**config.mk**
```make
export PLATFORM = sky130hd
export DESIGN_NAME = data_memory_bist
export DESIGN_NICKNAME = d
export VERILOG_FILES = /design/src/rtl/data_memory_bist.sv
export SDC_FILE = /design/constraint.sdc
export NUM_CORES = 1
export LEC_CHECK = 0
export BUFFER_PORTS_ARGS = -buffer_cell sky130_fd_sc_hd__buf_4
export CAP_MARGIN = 20
export CELL_PAD_IN_SITES_DETAIL_PLACEMENT = 1
export CELL_PAD_IN_SITES_GLOBAL_PLACEMENT = 2
export CORE_ASPECT_RATIO = 2
export CORE_UTILIZATION = 28
export CTS_BUF_LIST = sky130_fd_sc_hd__clkbuf_8 sky130_fd_sc_hd__clkbuf_16
export DETAILED_ROUTE_END_ITERATION = 16
export PLACE_DENSITY = 0.95
export SYNTH_ARGS = -nofsm -noshare
export SYNTH_HDL_FRONTEND = slang
export SYNTH_SLANG_ARGS = --single-unit
```
**constraint.sdc**
```tcl
create_clock -name CLK -period 6 [get_ports CLK]
set_input_delay 1.2 -clock CLK [delete_from_list [all_inputs] [get_ports CLK]]
set_output_delay 1.2 -clock CLK [all_outputs]
set_load 0.1 [all_outputs]
```
**src/rtl/data_memory_bist.sv**
```systemverilog
// ---------------------------------------------------------------------------
// data_memory_bist
//
// Built-in self-test initiator for the word-addressed data memory of the
// multi-cycle datapath. A run writes E0(a) = PATTERN ^ a to every address,
// reads it back, then writes E1(a) = ~(PATTERN ^ a), and reads that back.
// The block reports pass/fail and the first failing address. While busy it
// owns the memory ports. The port mux to the datapath lives outside.
//
// Parameters:
//   DEPTH        - number of words tested, addresses 0..DEPTH-1 (1..65536)
//   PATTERN      - base data word
//   READ_LATENCY - 0: RD is combinational from A, 1: RD is registered
//
// Ports:
//   CLK       in   clock, rising edge
//   RST       in   synchronous active-high reset
//   start     in   begin a run (sampled only in IDLE)
//   busy      out  run in progress
//   done      out  one-cycle pulse at the end of a run
//   pass      out  result of the last run
//   fail_addr out  first failing address of the last run
//   WE        out  memory write enable (registered)
//   A         out  memory word address (registered)
//   WD        out  memory write data (registered)
//   RD        in   memory read data
//
// Optional feature macro:
//   DMBIST_STOP_ON_FAIL_EN - when defined, the first mismatch aborts the run
//                            and jumps straight to DONE.
// ---------------------------------------------------------------------------
module data_memory_bist #(
  parameter int          DEPTH        = 64,
  parameter logic [31:0] PATTERN      = 32'hA5A5_5A5A,
  parameter int          READ_LATENCY = 0
) (
  input  logic        CLK,
  input  logic        RST,
  input  logic        start,
  output logic        busy,
  output logic        done,
  output logic        pass,
  output logic [31:0] fail_addr,
  output logic        WE,
  output logic [31:0] A,
  output logic [31:0] WD,
  input  logic [31:0] RD
);

`ifdef DMBIST_STOP_ON_FAIL_EN
  localparam bit STOP_ON_FAIL = 1'b1;
`else
  localparam bit STOP_ON_FAIL = 1'b0;
`endif

  localparam logic [15:0] LAST = 16'(DEPTH - 1);

  typedef enum logic [2:0] {IDLE, WR0, RD0, WR1, RD1, DRAIN, DONE} state_t;

  state_t      state, next_state;
  logic [15:0] addr, next_addr;
  logic        next_we;
  logic [31:0] next_wd;
  logic        accept;

  logic        rd_phase;
  logic [31:0] exp_now;
  logic        cmp_valid;
  logic [31:0] cmp_exp;
  logic [15:0] cmp_addr;
  logic        mismatch;

  function automatic logic [31:0] pat0(input logic [15:0] a);
    return PATTERN ^ {16'h0000, a};
  endfunction

  assign busy     = (state == WR0) || (state == RD0) || (state == WR1) ||
                    (state == RD1) || (state == DRAIN);
  assign done     = (state == DONE);
  assign rd_phase = (state == RD0) || (state == RD1);
  assign exp_now  = (state == RD1) ? ~pat0(addr) : pat0(addr);

  // The compare stage trails the issued read by READ_LATENCY cycles. With a
  // registered memory the data for the last RD0 address arrives during the
  // first WR1 cycle; it was captured before that write, so it stays valid.
  generate
    if (READ_LATENCY == 0) begin : g_cmp_comb
      assign cmp_valid = rd_phase;
      assign cmp_exp   = exp_now;
      assign cmp_addr  = addr;
    end else begin : g_cmp_reg
      logic        valid_q;
      logic [31:0] exp_q;
      logic [15:0] addr_q;

      always_ff @(posedge CLK) begin
        if (RST) begin
          valid_q <= 1'b0;
          exp_q   <= 32'h0;
          addr_q  <= 16'h0;
        end else begin
          valid_q <= rd_phase;
          exp_q   <= exp_now;
          addr_q  <= addr;
        end
      end

      assign cmp_valid = valid_q;
      assign cmp_exp   = exp_q;
      assign cmp_addr  = addr_q;
    end
  endgenerate

  // Only compares that land while the run is live count; a compare left in
  // flight by an early abort falls into DONE where busy is low.
  assign mismatch = cmp_valid && busy && (RD != cmp_exp);

  // Next-state, next-address and the values the registered memory outputs
  // take on the coming edge.
  always_comb begin
    next_state = state;
    next_addr  = addr;
    accept     = 1'b0;
    next_we    = 1'b0;
    next_wd    = 32'h0;

    case (state)
      IDLE: begin
        next_addr = 16'h0;
        if (start) begin
          accept     = 1'b1;
          next_state = WR0;
        end
      end
      WR0: begin
        if (addr == LAST) begin
          next_state = RD0;
          next_addr  = 16'h0;
        end else begin
          next_addr = addr + 16'd1;
        end
      end
      RD0: begin
        if (addr == LAST) begin
          next_state = WR1;
          next_addr  = 16'h0;
        end else begin
          next_addr = addr + 16'd1;
        end
      end
      WR1: begin
        if (addr == LAST) begin
          next_state = RD1;
          next_addr  = 16'h0;
        end else begin
          next_addr = addr + 16'd1;
        end
      end
      RD1: begin
        if (addr == LAST) begin
          next_state = (READ_LATENCY == 1) ? DRAIN : DONE;
          next_addr  = 16'h0;
        end else begin
          next_addr = addr + 16'd1;
        end
      end
      DRAIN: begin
        next_state = DONE;
        next_addr  = 16'h0;
      end
      DONE: begin
        next_state = IDLE;
        next_addr  = 16'h0;
      end
      default: begin
        next_state = IDLE;
        next_addr  = 16'h0;
      end
    endcase

    if (STOP_ON_FAIL && mismatch) begin
      next_state = DONE;
      next_addr  = 16'h0;
    end

    if (next_state == WR0) begin
      next_we = 1'b1;
      next_wd = pat0(next_addr);
    end else if (next_state == WR1) begin
      next_we = 1'b1;
      next_wd = ~pat0(next_addr);
    end
  end

  // State, address counter, registered memory outputs and the result flags.
  // A start clears the result; afterwards only the first mismatch lands.
  always_ff @(posedge CLK) begin
    if (RST) begin
      state     <= IDLE;
      addr      <= 16'h0;
      WE        <= 1'b0;
      A         <= 32'h0;
      WD        <= 32'h0;
      pass      <= 1'b0;
      fail_addr <= 32'h0;
    end else begin
      state <= next_state;
      addr  <= next_addr;
      WE    <= next_we;
      A     <= {16'h0000, next_addr};
      WD    <= next_wd;
      if (accept) begin
        pass      <= 1'b1;
        fail_addr <= 32'h0;
      end else if (mismatch && pass) begin
        pass      <= 1'b0;
        fail_addr <= {16'h0000, cmp_addr};
      end
    end
  end

endmodule

```
==> impl_metrics.json <==
{
  "grt_pass1_vias": 2763,
  "insertion_delay_ps": 300,
  "run_status": "complete, no violations",
  "yosysUniqueCellTypes": 44,
  "finalHoldViolCount": 0,
  "drt-wirelength-per-cell_um": 15.90,
  "clkPwrFrac_pct": 31.8,
  "swShare_pct": 38.48,
  "cp_data_required_time_ps": 4800,
  "die_h_um": 149.6,
  "grt_pass1_wl_um": 13970,
  "grt_overflow": 0,
  "initialDrtViolationCount": 123,
  "yosys_warnings": 0,
  "yosysSeqAreaShare_pct": 36.11,
  "path_class": "register to output pin",
  "portBuffers": 102,
  "p_int_uw": 570.5,
  "maxCapViolCount": 0,
  "vias": 2660,
  "num_io_pins": 135,
  "row_count": 53,
  "p_leak_nw": 1.761,
  "post_cts_buffers": 0,
  "critical_path.endpoint": "busy",
  "cts_htree_levels": 2,
  "timing.rr.start": "state[2]",
  "setup_viol": 0,
  "clock_path_buffers": 2,
  "critical_path.max_stage_delay_ps": 640,
  "reg2reg_slack_ps": 3250,
  "root_buffer": "clkbuf_16",
  "worst_ir_drop_vdd_v": 0.0001749,
  "syn_area_um2": 3049,
  "fmax_ghz": 0.3395,
  "min_period_ps": 2945,
  "hold_class": "register to register",
  "postSynthAreaPerCell_um2": 8.541,
  "diodes": 0,
  "cts_resized": 0,
  "slowest_stage": "dfxtp_1",
  "drt_pass1_iterations": 4,
  "dieArea_um2": 11340,
  "core_um2": 10540,
  "cts_tree": "built",
  "rsz0062_at_grt": "false",
  "antenna_found_initial": 0,
  "final_nets": 471,
  "slew_headroom_pct": 50.10,
  "finalCritPeriodShare_pct": 49.09,
  "path_max_fanout": 16,
  "finalSetupTns_ps": 0,
  "syn2layout_area_growth_pct": 26.10,
  "dieWidth_um": 75.79,
  "p_sw_uw": 356.8,
  "seqPwrFrac_pct": 41.1,
  "crit_path_cell_trace": "nor3_1, a21oi_1, buf_4",
  "max_slew.worst_pin.slew_ps": 746.8,
  "power_uw": 927.4,
  "route.detailed.drc": 0,
  "drive_gt1_share_pct": 27.75,
  "fin_skew_ps": 6.054,
  "cts_inserted_buffers": 5,
  "cts_hold_buf": 0,
  "via_per_inst": 4.642,
  "cp.arrival_ps": 1750,
  "initial_core_util_pct": 28.92,
  "cts_sinks": 55,
  "syn_inst": 357,
  "power_frac_comb_pct": 27.1,
  "routed_wl_um": 9111,
  "cp-end-kind": "output pin",
  "grt_max_degree": 26,
  "grtUsageTotal_pct": 16.67,
  "synth-seq-cells": 55,
  "ff2ff_path_depth": 6,
  "drv_slew": 0,
  "gp_congestion": 0.7933,
  "rr_endpoint": "fail_addr[8]",
  "p_per_area_nw_per_um2": 241.2,
  "antenna_left": 0,
  "dp_hpwl_um": 7266,
  "cp-startpoint": "state[0]",
  "path_clk_slew_ps": 70,
  "crit_path_start_kind": "register"
}
-- worst max-delay path: cells and delay by family (launching register included) --
family,cells,cell delay [ps]
buffers and inverters,1,350
and+or+nand+nor,1,170
DFF,1,640
AOI/OAI and AO/OA,1,280
-- how the worst min path moves through the flow --
stage / from / to / cells after the start
floorplan: state[2] / state[2] / 2
detailed placement: fail_addr[12] / fail_addr[12] / 2
CTS: fail_addr[12] / fail_addr[12] / 2
global placement: fail_addr[14] / fail_addr[14] / 2
global route: fail_addr[12] / fail_addr[12] / 2
finish: fail_addr[12] / fail_addr[12] / 2
-- routing by layer --
layer  wire, µm  vias to the layer above  track usage, %
met5          0                        -               0
met2       5276                       89           31.15
met1       3120                     1284           16.84
met4        284                        0           8.148
li1           -                     1274               -
met3        429                       13           2.761
-- power by group through the flow --
stage | registers (mW) | clock network (mW) | logic [mW]
after floorplan | 0.441 | 0 | 0.172
final | 0.381 | 0.295 | 0.251
after detailed placement | 0.390 | 0 | 0.253
after global placement | 0.389 | 0 | 0.249
after CTS | 0.381 | 0.300 | 0.253
after global routing | 0.382 | 0.312 | 0.260
-- registers in the layout, indices dropped and copies added (netlist names) --
signal	count
addr	16
fail_addr	16
state	3
pass	1
WD	18
WE	1
-- Yosys cell counts (all sizes together) --
cell type	count	area, µm²
nor4b	5	43.79
xnor2	22	192.7
nand4	6	37.54
nand3b	1	20.02
ha	1	12.51
mux2	2	22.52
or3	1	6.260
nand4b	3	26.28
or3b	1	8.760
o31ai	1	7.510
nand3	10	55.05
o211ai	1	7.510
buf	54	396.6
clkbuf	11	41.29
and4	1	8.760
nand2b	3	18.77
and3	3	18.77
a211oi	1	7.510
xor2	18	157.7
conb	1	3.750
o21ai	1	5.000
nor2b	1	6.260
nor3	5	25.02
o32ai	1	8.760
o22ai	4	25.02
inv	7	26.27
a21oi	7	35.03
or4b	1	10.01
dfxtp	55	1101
or4	6	48.80
nor2	48	180.2
nand2	43	161.4
nor3b	1	7.510
a311o	1	10.01
o2111ai	2	17.52
and4b	4	40.04
mux2i	22	220.2
nor4	2	27.53
-- kinds of logic (layout without fill, tap and decap cells) --
kind of cell	Yosys count	after routing	synth area share, %
xor gates and xnor gates	40	40	11.49
adders and majority gates	1	1	0.4103
buffers and inverters	72	120	15.22
and+or+nand+nor	145	145	24.62
AOI/OAI and AO/OA	19	19	4.062
muxes	24	24	7.961
DFF	55	55	36.11
other	1	32	0.1230
-- cell type report --
class                      instances  area (µm²)
clock inverter                     3       21.27
multi-input combinational        261        1604
fill                            1270        6699
timing repair buffer             105       795.8
sequential                        55        1101
tap                              137       171.4
inverter                           7       26.28
clock buffer                       5       125.1
-- placed cells by master (no fill, tap or decap), types with 2 or more instances in the layout --
| cell type | n |
|---|---|
| a21oi_1 | 6 |
| xor2_1 | 18 |
| inv_1 | 7 |
| conb_1 | 32 |
| mux2_2 | 2 |
| nand4b_1 | 3 |
| o22ai_1 | 4 |
| and3_1 | 3 |
| clkinv_4 | 2 |
| nor2_1 | 48 |
| nand3_1 | 9 |
| xnor2_1 | 22 |
| nand4_1 | 6 |
| or4_1 | 5 |
| nand2_1 | 43 |
| nor4b_1 | 5 |
| mux2i_1 | 22 |
| nor3_1 | 5 |
| o2111ai_1 | 2 |
| buf_4 | 104 |
| clkbuf_16 | 5 |
| nand2b_1 | 3 |
| dfxtp_1 | 55 |
| and4b_1 | 4 |
-- per-stage QoR --
step	std cells	worst slack (ps)	hold slack (ps)	cell area, µm²	utilization [%]
4_1_cts	573	3028	462.5	3845	36.47
3_5_place_dp	565	2795	452.6	3699	35.08
2_1_floorplan	388	2529	497.9	3166	-
3_3_place_gp	564	2951	445.7	3684	34.94
5_1_grt	573	2917	482.1	3845	36.47
6_report	573	3055	460.8	3845	36.47
Note: power is estimated with default switching activity, not from simulation.
